## config.mk

```make
export PLATFORM = sky130hd
export DESIGN_NAME = mem_access_unit_flat
export DESIGN_NICKNAME = d
export VERILOG_FILES = /design/src/rtl/mem_access_unit_if.sv /design/src/rtl/mem_access_unit.sv /design/src/flat_wrapper.sv
export SDC_FILE = /design/constraint.sdc
export NUM_CORES = 1
export LEC_CHECK = 0
export ABC_AREA = 1
export CAP_MARGIN = 15
export CORE_MARGIN = 1.5
export CORE_UTILIZATION = 31
export CTS_BUF_LIST = sky130_fd_sc_hd__clkbuf_8
export DETAILED_ROUTE_END_ITERATION = 6
export GPL_TIMING_DRIVEN = 1
export SLEW_MARGIN = 15
export SYNTH_ARGS = -nofsm -noshare
export SYNTH_HDL_FRONTEND = slang
export SYNTH_SLANG_ARGS = --single-unit
```

## constraint.sdc

```tcl
create_clock -name i_clock -period 3.8 [get_ports i_clock]
set_input_delay 0.38 -clock i_clock [delete_from_list [all_inputs] [get_ports i_clock]]
set_output_delay 0.38 -clock i_clock [all_outputs]
set_load 0.01 [all_outputs]
```

## src/rtl/mem_access_unit_if.sv

```systemverilog
// mem_access_unit_if: CPU request/done handshake plus RAM bus for mem_access_unit.
//   CPU side : req, req_write, req_addr, req_len, wdata -> unit; busy, wdata_ready,
//              rdata, rdata_valid, done, error <- unit
//   RAM side : ram_address, ram_wdata, ram_write, ram_select <- unit; ram_rdata -> unit
//   modport slave is the unit, modport master is the CPU/RAM environment.
interface mem_access_unit_if #(
  parameter int ADDR_W = 16,
  parameter int DATA_W = 32,
  parameter int LEN_W  = 4
);
  logic              req;
  logic              req_write;
  logic [ADDR_W-1:0] req_addr;
  logic [LEN_W-1:0]  req_len;
  logic              busy;
  logic [DATA_W-1:0] wdata;
  logic              wdata_ready;
  logic [DATA_W-1:0] rdata;
  logic              rdata_valid;
  logic              done;
  logic              error;
  logic [ADDR_W-1:0] ram_address;
  logic [DATA_W-1:0] ram_wdata;
  logic [DATA_W-1:0] ram_rdata;
  logic              ram_write;
  logic              ram_select;
  modport master (
    output req, req_write, req_addr, req_len, wdata, ram_rdata,
    input  busy, wdata_ready, rdata, rdata_valid, done, error,
           ram_address, ram_wdata, ram_write, ram_select
  );
  modport slave (
    input  req, req_write, req_addr, req_len, wdata, ram_rdata,
    output busy, wdata_ready, rdata, rdata_valid, done, error,
           ram_address, ram_wdata, ram_write, ram_select
  );
endinterface

```

## src/rtl/mem_access_unit.sv

```systemverilog
// mem_access_unit: single/burst read-write sequencer for the 32-bit data RAM.
//   i_clock   : system clock, rising edge
//   i_reset_n : asynchronous active-low reset
//   bus       : mem_access_unit_if.slave (CPU request/done handshake and RAM bus)
//   MAU_WRAP_CHECK_EN : when defined, bursts crossing the top of the address space
//                       are rejected with done+error and no RAM cycle.
module mem_access_unit #(
  parameter int ADDR_W = 16,
  parameter int DATA_W = 32,
  parameter int LEN_W  = 4
) (
  input  logic               i_clock,
  input  logic               i_reset_n,
  mem_access_unit_if.slave   bus
);
  typedef enum logic [2:0] {IDLE, W_SETUP, W_STROBE, W_HOLD, R_ADDR, R_CAPT, DONE} state_t;
  state_t            r_state, w_next;
  logic [ADDR_W-1:0] r_addr;
  logic [DATA_W-1:0] r_wdata, r_rdata;
  logic [LEN_W-1:0]  r_len, r_cnt;
  logic              r_rvalid;
  logic              w_last, w_range_err;
  assign w_last = r_cnt == r_len;
`ifdef MAU_WRAP_CHECK_EN
  logic              r_err;
  logic [ADDR_W:0]   w_end;
  // carry out of the last-beat address means the burst would wrap
  assign w_end       = {1'b0, bus.req_addr} + (ADDR_W+1)'(bus.req_len);
  assign w_range_err = w_end[ADDR_W];
  always_ff @(posedge i_clock or negedge i_reset_n) begin
    if (!i_reset_n) r_err <= 1'b0;
    else if (r_state == IDLE && bus.req) r_err <= w_range_err;
  end
  assign bus.error = r_state == DONE && r_err;
`else
  assign w_range_err = 1'b0;
  assign bus.error   = 1'b0;
`endif
  always_ff @(posedge i_clock or negedge i_reset_n) begin
    if (!i_reset_n) r_state <= IDLE;
    else r_state <= w_next;
  end
  always_comb begin
    w_next = r_state;
    case (r_state)
      IDLE:     if (bus.req) w_next = w_range_err ? DONE : bus.req_write ? W_SETUP : R_ADDR;
      W_SETUP:  w_next = W_STROBE;
      W_STROBE: w_next = W_HOLD;
      W_HOLD:   w_next = w_last ? DONE : W_SETUP;
      R_ADDR:   w_next = R_CAPT;
      R_CAPT:   w_next = w_last ? DONE : R_ADDR;
      default:  w_next = IDLE;
    endcase
  end
  always_ff @(posedge i_clock or negedge i_reset_n) begin
    if (!i_reset_n) begin
      r_addr   <= '0;
      r_wdata  <= '0;
      r_rdata  <= '0;
      r_len    <= '0;
      r_cnt    <= '0;
      r_rvalid <= 1'b0;
    end else begin
      r_rvalid <= r_state == R_CAPT;
      if (r_state == IDLE && bus.req) begin
        r_addr <= bus.req_addr;
        r_len  <= bus.req_len;
        r_cnt  <= '0;
      end
      if (r_state == W_SETUP) r_wdata <= bus.wdata;
      if (r_state == R_CAPT) r_rdata <= bus.ram_rdata;
      // advance only after the beat's strobe/capture so address never moves under ram_write
      if ((r_state == W_HOLD || r_state == R_CAPT) && !w_last) begin
        r_addr <= r_addr + ADDR_W'(1);
        r_cnt  <= r_cnt + LEN_W'(1);
      end
    end
  end
  assign bus.busy        = r_state != IDLE;
  assign bus.wdata_ready = r_state == W_SETUP;
  assign bus.ram_write   = r_state == W_STROBE;
  assign bus.ram_select  = !(r_state == IDLE || r_state == DONE);
  assign bus.done        = r_state == DONE;
  assign bus.rdata_valid = r_rvalid;
  assign bus.rdata       = r_rdata;
  assign bus.ram_address = r_addr;
  assign bus.ram_wdata   = r_wdata;
endmodule

```

## src/flat_wrapper.sv

```systemverilog
// flat-port wrapper written by rule: the top's interface ports become plain ports
module mem_access_unit_flat 
#(
  parameter int ADDR_W = 16,
  parameter int DATA_W = 32,
  parameter int LEN_W  = 4
)
  (i_clock, i_reset_n, bus_req, bus_req_write, bus_req_addr, bus_req_len, bus_wdata, bus_ram_rdata, bus_busy, bus_wdata_ready, bus_rdata, bus_rdata_valid, bus_done, bus_error, bus_ram_address, bus_ram_wdata, bus_ram_write, bus_ram_select);
  mem_access_unit_if #(.ADDR_W(ADDR_W), .DATA_W(DATA_W), .LEN_W(LEN_W)) bus_i ();
  input  logic i_clock;
  input  logic i_reset_n;
  input wire logic [$bits(bus_i.req)-1:0] bus_req;
  input wire logic [$bits(bus_i.req_write)-1:0] bus_req_write;
  input wire logic [$bits(bus_i.req_addr)-1:0] bus_req_addr;
  input wire logic [$bits(bus_i.req_len)-1:0] bus_req_len;
  input wire logic [$bits(bus_i.wdata)-1:0] bus_wdata;
  input wire logic [$bits(bus_i.ram_rdata)-1:0] bus_ram_rdata;
  output wire logic [$bits(bus_i.busy)-1:0] bus_busy;
  output wire logic [$bits(bus_i.wdata_ready)-1:0] bus_wdata_ready;
  output wire logic [$bits(bus_i.rdata)-1:0] bus_rdata;
  output wire logic [$bits(bus_i.rdata_valid)-1:0] bus_rdata_valid;
  output wire logic [$bits(bus_i.done)-1:0] bus_done;
  output wire logic [$bits(bus_i.error)-1:0] bus_error;
  output wire logic [$bits(bus_i.ram_address)-1:0] bus_ram_address;
  output wire logic [$bits(bus_i.ram_wdata)-1:0] bus_ram_wdata;
  output wire logic [$bits(bus_i.ram_write)-1:0] bus_ram_write;
  output wire logic [$bits(bus_i.ram_select)-1:0] bus_ram_select;
  assign bus_i.req = bus_req;
  assign bus_i.req_write = bus_req_write;
  assign bus_i.req_addr = bus_req_addr;
  assign bus_i.req_len = bus_req_len;
  assign bus_i.wdata = bus_wdata;
  assign bus_i.ram_rdata = bus_ram_rdata;
  assign bus_busy = bus_i.busy;
  assign bus_wdata_ready = bus_i.wdata_ready;
  assign bus_rdata = bus_i.rdata;
  assign bus_rdata_valid = bus_i.rdata_valid;
  assign bus_done = bus_i.done;
  assign bus_error = bus_i.error;
  assign bus_ram_address = bus_i.ram_address;
  assign bus_ram_wdata = bus_i.ram_wdata;
  assign bus_ram_write = bus_i.ram_write;
  assign bus_ram_select = bus_i.ram_select;
  mem_access_unit #(.ADDR_W(ADDR_W), .DATA_W(DATA_W), .LEN_W(LEN_W)) u_core (.i_clock(i_clock), .i_reset_n(i_reset_n), .bus(bus_i));
endmodule
```

==> flow_summary.yaml, run 1 <==
run_status:
  outcome: "finished clean"
clock_tree:
  cts_htree_levels: 3
  cts.sinks: 92
  cts_setup_buffers: 0
  hold_buffers: 0
  numCtsBuffers: 9
  clock_path_buffers: 2
  cts_root_buffer: "clkbuf_8"
  cts_tree: "done"
  clock_latency_ns: 0.37
  clkTransAtPathRegs_ns: 0.09
  cts_resized: 0
floorplan:
  die_area_sq_mm: 0.01447
  core_sq_mm: 0.01335
  fp.dieW_um: 120.3
  dieHeight_um: 120.3
  initial_core_util: 0.3196
  std_cell_rows: 42
  io-pin-count: 175
synthesis:
  ys_warn_count: 0
  synth_cells: 532
  synth_ff_type: "dfrtp_1"
  syn_nets: 622
  synth_edf_count: 0
  yosysTopAreaCellShare: 0.5397
  seq_area_frac_synth: 0.5397
  synth.avg_cell_area_sq_um: 8.018
  synthTopCellsByArea: "dfrtp_1, nand2_1, nand3_1"
  ys_seq_elements: 92
  ys_types: 30
  synthArstFlopShare: 1.000
  syn-cell-area_sq_mm: 0.004265
  synth_top_area_cell: "dfrtp_1"
route:
  wl_per_cell_um: 12.90
  via_per_inst: 4.393
  postRouteAntennaNets: 0
  routed_wirelength_um: 11330
  vias: 3857
  drt_iter0_markers: 321
  drc: 0
  dr.pass1.iters: 5
placement:
  place_hpwl_um: 8031
  dpl_cell_area_sq_mm: 0.006067
  gp_congestion: 0.8132
  port_buffers: 173
  dp_cells: 863
layout:
  syn2layout_area_growth_pct: 47.05
  antennaDiodeCount: 0
  design_area_sq_mm: 0.006272
  stdcell_count: 878
  final_cell_mix: "nand2_1, clkdlybuf4s50_1, dfrtp_1"
  final_nets: 788
  final_common_cell: "nand2_1"
  drive_gt1_frac: 0.04558
power_and_ir_drop:
  p_comb_frac: 0.499
  pwr-share-seq: 0.363
  power_density_mw_per_mm2: 818.4
  ir_drop_uv: 311.4
  swShare: 0.3956
  power.leakage_nw: 3.083
  power.total_mw: 5.133
  pwr-share-clk: 0.138
  power.switching_mw: 2.030
  internal_power_mw: 3.103
grt:
  grt_max_degree: 78
  overflow: 0
  grt_pass1_wl_um: 18480
  gr-usage-all-layers: 0.1611
  antenna_found_initial: 0
  grt_pass1_vias: 3732
sta:
  fmax_mhz: 412.5
  final_max_slew_viol_count: 0
  rsz0062_at_grt: "false"
  finalClockSkew_ns: 0.007804
  finalHoldViolations: 0
  finalCritPeriodShare: 0.6379
  whs_ns: 0.1686
  min_period_ns: 2.424
  worstMarginPinSlew_ns: 0.9787
  max_slew_margin: 0.3475
  finalSetupViolCount: 0
  setup_tns_ns: 0
critical_path:
  required_ns: 3.42
  r2r_end: "u_core.r_state[1]$_DFFE_PN0P_"
  cp_max_fo: 34
  worstPathArrival_ns: 2.04
  cp-end-kind: "primary output"
  rr_worst_depth: 5
  r2r_slack_ns: 1.59
  cp-start-kind: "flop"
  timing_worst_setup_path_type: "reg2out"
  r2r-start: "u_core.r_state[1]$_DFFE_PN0P_"
min_path:
  hold_class: "in2async"
job:
  drv_cap: 0
==> Yosys cell counts (2+ instances only) <==
master	count
nand4_1	4
clkbuf_1	3
nand3_1	31
inv_2	4
dfrtp_1	92
buf_2	4
buf_6	9
buf_4	4
ha_1	2
o21ai_0	3
nand2_4	2
o21ai_1	12
nor2_2	3
nand2_1	296
xnor2_1	3
nor2_1	13
inv_1	23
inv_4	3
nor3_1	2
xor2_1	9
==> worst max-delay path by stage <==
stage | cells after the start | slack, ns | startpoint | endpoint
6_report | 4 | 1.38 | u_core.r_state[0]$_DFFE_PN0P_ | bus_wdata_ready
5_1_grt | 4 | 1.23 | u_core.r_state[0]$_DFFE_PN0P_ | bus_wdata_ready
4_1_cts | 4 | 1.32 | u_core.r_state[0]$_DFFE_PN0P_ | bus_wdata_ready
3_5_place_dp | 5 | 1.55 | u_core.r_state[1]$_DFFE_PN0P_ | u_core.r_state[1]$_DFFE_PN0P_
3_3_place_gp | 4 | 1.64 | u_core.r_state[2]$_DFFE_PN0P_ | u_core.r_state[1]$_DFFE_PN0P_
2_1_floorplan | 8 | 2.36 | u_core.bus.ram_address[0]$_DFFE_PN0P_ | u_core.bus.ram_address[10]$_DFFE_PN0P_
==> worst max-delay path, cell delays in order, from the launching register on <==
cell and delay (ns):
dfrtp_1 0.50, inv_2 0.10, nor3_4 0.12, buf_4 0.35
clkdlybuf4s50_1 0.61
==> metrics by stage <==
step | setup slack [ns] | util
6_report | 1.376 | 0.4699
5_1_grt | 1.232 | 0.4699
4_1_cts | 1.321 | 0.4699
3_3_place_gp | 1.640 | 0.4545
3_5_place_dp | 1.553 | 0.4545
2_1_floorplan | 2.356 | -
==> cell type report <==
type | instances | area (sq um)
Timing Repair Buffer | 175 | 1744
Tap cell | 176 | 220.2
Clock buffer | 9 | 123.9
Clock inverter | 6 | 81.33
Inverter | 31 | 123.9
Sequential cell | 92 | 2302
Multi-Input combinational cell | 389 | 1677
Fill cell | 1326 | 7076
==> sequential cells by signal (all words and copies together), names as in the netlist <==
register                cells
u_core.bus.rdata_valid      1
u_core.bus.ram_wdata       32
u_core.r_len                4
u_core.r_state              3
u_core.bus.rdata           32
u_core.r_cnt                4
u_core.bus.ram_address     16
==> power by group through the flow <==
| stage | combinational (mW) | clock [mW] | sequential, mW |
|---|---|---|---|
| 6_report | 2.56 | 0.710 | 1.86 |
| 5_1_grt | 2.85 | 0.773 | 1.93 |
| 4_1_cts | 2.61 | 0.733 | 1.86 |
| 3_3_place_gp | 2.55 | 0 | 1.86 |
| 3_5_place_dp | 2.61 | 0 | 1.86 |
| 2_1_floorplan | 1.22 | 0 | 2.01 |
==> per-layer routing <==
| layer | routed length, um | share of wire | up-vias | GRT usage |
|---|---|---|---|---|
| met1 | 5261 | 0.46 | 1746 | 0.2162 |
| met3 | 784 | 0.069 | 19 | 0.04104 |
| met4 | 243 | 0.021 | 0 | 0.06912 |
| met2 | 5036 | 0.44 | 132 | 0.2475 |
| met5 | 0 | 0 | - | 0 |
| li1 | - | - | 1960 | - |
==> kinds of logic (layout without fill, tap and decap cells) <==
logic type	count (synthesis)	count (layout)	synth area share
AOI/OAI and AO/OA	19	19	0.02376
DFF	92	92	0.5397
xor gates and xnor gates	12	12	0.02464
other	1	1	0.0008792
adders and majority gates	2	2	0.005866
buffers and inverters	51	221	0.06717
and+or+nand+nor	355	355	0.3379
(Power assumes the default switching activity.)
==> inputs of run 2 (changes only) <==
==> constraint.sdc (replaced) <==
create_clock -name i_clock -period 2.3 [get_ports i_clock]
set_input_delay 0.23 -clock i_clock [delete_from_list [all_inputs] [get_ports i_clock]]
set_output_delay 0.23 -clock i_clock [all_outputs]
set_load 0.01 [all_outputs]
==> run 2 against run 1 <==
Compared with the run above:
- critical path depth is 1 lower
- critical path type unchanged
- first-iteration DRC count is 26% lower
- clock skew is 0.0011 ns higher
==> flow_summary.yaml, run 2 (synthesis results as in run 1) <==
run_status:
  outcome: "finished clean"
critical_path:
  path_cells: "inv_2 > nor3_1 > clkdlybuf4s50_1"
  critical_path_buf_inv_count: 2
  cp-end-kind: "primary output"
  r2r-start: "u_core.r_state[1]$_DFFE_PN0P_"
  timing_worst_setup_path_type: "reg2out"
  cp_max_fo: 5
  r2r_end: "u_core.bus.ram_address[14]$_DFFE_PN0P_"
  cp_slowest_cell: "clkdlybuf4s50_1"
  cp-start-kind: "flop"
  rr_worst_depth: 8
  slowest_delay_ns: 0.61
  cp_top_family: "buffers and inverters"
  r2r_slack_ns: 0.60
  required_ns: 2.07
  worstPathArrival_ns: 1.91
sta:
  whs_ns: 0.3947
  final_max_slew_viol_count: 0
  rsz0062_at_grt: "false"
  finalHoldViolations: 0
  finalSetupViolCount: 0
  min_period_ns: 2.139
  setup_tns_ns: 0
  finalClockSkew_ns: 0.008939
  layout_setup_ws_ns: 0.1609
  finalCritPeriodShare: 0.9300
  worstMarginPinSlew_ns: 0.6194
  max_slew_margin: 0.5870
  fmax_mhz: 467.5
power_and_ir_drop:
  power_density_mw_per_mm2: 1336
  power.leakage_nw: 3.098
  ir_drop_uv: 457.7
  power.total_mw: 8.432
layout:
  antennaDiodeCount: 0
  final_cell_mix: "nand2_1, clkdlybuf4s50_1, dfrtp_1"
  syn2layout_area_growth_pct: 48.02
  final_common_cell: "nand2_1"
  fill_cells: 1303
  fin_util: 0.4730
  final_nets: 792
  drive_gt1_frac: 0.05233
clock_tree:
  cts_root_buffer: "clkbuf_8"
  clock_latency_ns: 0.37
  clkTransAtPathRegs_ns: 0.09
  cts_htree_levels: 3
  cts.sinks: 92
  cts_tree: "done"
  cts_setup_buffers: 0
  clock_path_buffers: 2
  numCtsBuffers: 9
  cts_resized: 0
route:
  wl_per_cell_um: 12.78
  drt_iter0_markers: 239
  dr.pass1.iters: 4
  postRouteAntennaNets: 0
  via_per_inst: 4.369
  vias: 3858
  drc: 0
  routed_wirelength_um: 11290
placement:
  place_hpwl_um: 8192
  gp_congestion: 0.7801
  pre_cts_ws_ns: 0.5403
  port_buffers: 173
floorplan:
  std_cell_rows: 42
  dieHeight_um: 120.3
  fp.dieW_um: 120.3
  core_sq_mm: 0.01335
  initial_core_util: 0.3196
  io-pin-count: 175
  die_area_sq_mm: 0.01447
min_path:
  hold_class: "in2reg"
  hold_path_startpoint: "bus_ram_rdata[2]"
  hold_end: "u_core.bus.rdata[2]$_DFFE_PN0P_"
  worstHoldPathCells: 3
grt:
  grt_pass1_wl_um: 18050
  grt_pass1_vias: 3744
  antenna_found_initial: 0
  overflow: 0
  gr-usage-all-layers: 0.1579
  grt_max_degree: 49
job:
  drv_cap: 0
-- run 2: worst max path at each step --
stage | start | endpoint | slack, ns | cells past startpoint
global route | u_core.r_state[1]$_DFFE_PN0P_ | bus_done | 0.04 | 3
CTS | u_core.r_state[2]$_DFFE_PN0P_ | bus_done | 0.11 | 3
global placement | u_core.r_state[2]$_DFFE_PN0P_ | bus_done | 0.58 | 3
finish | u_core.r_state[2]$_DFFE_PN0P_ | bus_done | 0.16 | 3
floorplan | u_core.bus.ram_address[0]$_DFFE_PN0P_ | u_core.bus.ram_address[10]$_DFFE_PN0P_ | 0.86 | 8
detailed placement | u_core.r_state[2]$_DFFE_PN0P_ | bus_done | 0.54 | 3
-- run 2: metal layers --
metal,track usage,vias to the layer above,wire (um)
met3,0.04151,11,832
met4,0.06250,0,180
li1,-,1966,-
met1,0.2021,1764,5087
met5,0,-,0
met2,0.2554,117,5187
-- run 2: cell type report --
type / count / area [sq um] / share of cell area
Clock buffer: 10 / 137.6 / 0.02180
Clock inverter: 6 / 63.81 / 0.01011
Sequential cell: 92 / 2302 / 0.3646
Inverter: 31 / 123.9 / 0.01962
Tap cell: 176 / 220.2 / 0.03488
Multi-Input combinational cell: 389 / 1677 / 0.2656
Timing Repair Buffer: 179 / 1789 / 0.2834
-- run 2: worst reg2reg max path, cell delays in order, from the launching register on --
cell     delay (ns)
dfrtp_1        0.46
inv_2          0.14
nand3_4        0.20
nand2_2        0.14
nand2_4        0.21
inv_4          0.25
nand2_1        0.09
nand2_1        0.06
nand2_1        0.04
-- run 2: metrics by stage --
| step | instances | cell area [sq um] |
|---|---|---|
| finish | 883 | 6314 |
| global route | 883 | 6314 |
| CTS | 883 | 6314 |
| detailed placement | 866 | 6102 |
| global placement | 866 | 6102 |
| floorplan | 532 | 4265 |
-- run 2: timing repair --
action                                  4_1_cts  5_1_grt
endpoints found under the setup margin        0        0
hold endpoints to repair                     46        0
hold buffers                                  1        0
-- run 2: power by group --
part	internal, mW	switching, mW	leakage (nW)
Sequential	2.42	0.647	1.13
Combinational	2.12	2.13	1.86
Clock	0.532	0.579	0.104
==> inputs of run 3 (changes only) <==
--- a/config.mk
+++ b/config.mk
@@ -12,6 +12,7 @@
 export CTS_BUF_LIST = sky130_fd_sc_hd__clkbuf_8
 export DETAILED_ROUTE_END_ITERATION = 6
 export GPL_TIMING_DRIVEN = 1
+export PLACE_DENSITY = 0.69
 export SLEW_MARGIN = 15
 export SYNTH_ARGS = -nofsm -noshare
 export SYNTH_HDL_FRONTEND = slang
==> constraint.sdc (replaced) <==
create_clock -name i_clock -period 2.3 [get_ports i_clock]
set_input_delay 0.23 -clock i_clock [delete_from_list [all_inputs] [get_ports i_clock]]
set_output_delay 0.23 -clock i_clock [all_outputs]
set_load 0.02 [all_outputs]
==> run 3 against run 2 <==
Compared with the run above:
- sequential cell count is the same
- clock power is essentially flat
- die area is the same
- critical path depth is the same
- largest cell class unchanged
- critical path type unchanged
- fmax is essentially flat
==> flow_summary.yaml, run 3 (synthesis results as in run 1) <==
placement:
  place_hpwl_um: 8439
  gp_congestion: 0.8051
  port_buffers: 173
  dp_cells: 865
layout:
  antennaDiodeCount: 0
  drive_gt1_frac: 0.05099
  final_cell_mix: "nand2_1, clkdlybuf4s50_1, dfrtp_1"
  stdcell_count: 882
  syn2layout_area_growth_pct: 47.87
  final_nets: 791
  fin_util: 0.4725
  final_common_cell: "nand2_1"
critical_path:
  path_cells: "inv_2 > nor3_1 > clkdlybuf4s50_1"
  cp-start-kind: "flop"
  cp-end-kind: "primary output"
  slowest_delay_ns: 0.66
  worstPathArrival_ns: 1.91
  required_ns: 2.07
  timing_worst_setup_path_type: "reg2out"
  cp_top_family: "buffers and inverters"
  cp_slowest_cell: "clkdlybuf4s50_1"
  cp_max_fo: 5
  critical_path_buf_inv_count: 2
grt:
  gr-usage-all-layers: 0.1690
  antenna_found_initial: 0
  grt_max_degree: 48
  grt_pass1_vias: 3981
  overflow: 0
  grt_pass1_wl_um: 19250
sta:
  setup_tns_ns: 0
  rsz0062_at_grt: "false"
  finalSetupViolCount: 0
  final_max_slew_viol_count: 0
  finalHoldViolations: 0
  fmax_mhz: 467.5
  max_slew_margin: 0.5930
  finalCritPeriodShare: 0.9301
  min_period_ns: 2.139
  finalClockSkew_ns: 0.01113
  worstMarginPinSlew_ns: 0.6106
clock_tree:
  numCtsBuffers: 9
  clock_latency_ns: 0.37
  clock_path_buffers: 2
  cts_setup_buffers: 0
  cts.sinks: 92
  cts_tree: "done"
  cts_root_buffer: "clkbuf_8"
  cts_htree_levels: 3
  clkTransAtPathRegs_ns: 0.09
route:
  routed_wirelength_um: 11790
  via_per_inst: 4.482
  postRouteAntennaNets: 0
  vias: 3953
  dr.pass1.iters: 4
  drt_iter0_markers: 266
  wl_per_cell_um: 13.37
  drc: 0
floorplan:
  die_area_sq_mm: 0.01447
  dieHeight_um: 120.3
  io-pin-count: 175
  std_cell_rows: 42
  initial_core_util: 0.3196
  core_sq_mm: 0.01335
  fp.dieW_um: 120.3
run_status:
  outcome: "finished clean"
min_path:
  hold_class: "in2reg"
power_and_ir_drop:
  ir_drop_uv: 642.2
  power.total_mw: 9.060
  power.leakage_nw: 3.097
  power_density_mw_per_mm2: 1436
job:
  drv_cap: 0
-- run 3: changes by cell type in the layout (fill, tap and decap cells not counted), sizes merged --
cell and change:
buf -1, clkinv +2, clkinvlp -1, inv -1
-- run 3: power breakdown --
group          leakage, nW  total, mW  switching, mW  internal, mW
clock                0.108       1.11          0.579         0.532
combinational         1.86       4.89           2.77          2.12
sequential            1.13       3.06          0.639          2.42
-- run 3: per-stage QoR --
| step | area [sq um] | hold WS (ns) | setup slack [ns] |
|---|---|---|---|
| final | 6307 | 0.3867 | 0.1607 |
| after global routing | 6307 | 0.3614 | 0.01686 |
| after CTS | 6307 | 0.3558 | 0.1143 |
| after detailed placement | 6095 | 0.2777 | 0.5483 |
| after global placement | 6095 | 0.2751 | 0.5583 |
| after floorplan | 4265 | -0.06559 | 0.7459 |
-- run 3: worst paths after layout --
kind	startpoint	endpoint	slack (ns)	cells after the start
worst max-delay path	u_core.r_state[2]$_DFFE_PN0P_	bus_done	0.16	3
worst min-delay path	bus_ram_rdata[22]	u_core.bus.rdata[22]$_DFFE_PN0P_	0.39	3
worst max register to register	u_core.r_state[1]$_DFFE_PN0P_	u_core.bus.rdata[9]$_DFFE_PN0P_	0.60	7
worst min register to register	u_core.bus.ram_wdata[5]$_DFFE_PN0N_	u_core.bus.ram_wdata[5]$_DFFE_PN0N_	0.48	2
max in group asynchronous	i_reset_n	u_core.bus.rdata[21]$_DFFE_PN0P_	1.22	3
min in group asynchronous	i_reset_n	u_core.r_cnt[1]$_DFFE_PN0P_	0.42	2
-- run 3: what timing repair did --
action                                  4_1_cts  5_1_grt
endpoints found under the setup margin        0        0
resized for setup                             0        0
endpoints found under the hold margin        45        0
hold buffers                                  1        0
-- run 3: routing by layer --
metal	up-vias	share of wire	global-route usage
met5	-	0	0
met4	0	0.016	0.07500
met3	12	0.087	0.05991
met2	144	0.47	0.2754
met1	1836	0.43	0.2015
li1	1961	-	-
-- run 3: area by class of cell --
cell class,instances,area (sq um)
Inverter,31,123.9
Fill cell,1288,7041
Clock inverter,6,65.06
Multi-Input combinational cell,389,1677
Sequential cell,92,2302
Tap cell,176,220.2
Timing Repair Buffer,178,1782
Clock buffer,10,137.6
-- run 3: worst register-to-register path: stages (launching register included) --
cell	delay [ns]
dfrtp_1	0.46
inv_2	0.11
nand3_4	0.08
buf_4	0.33
clkinv_1	0.16
buf_4	0.28
nand2_1	0.11
nand2_1	0.06
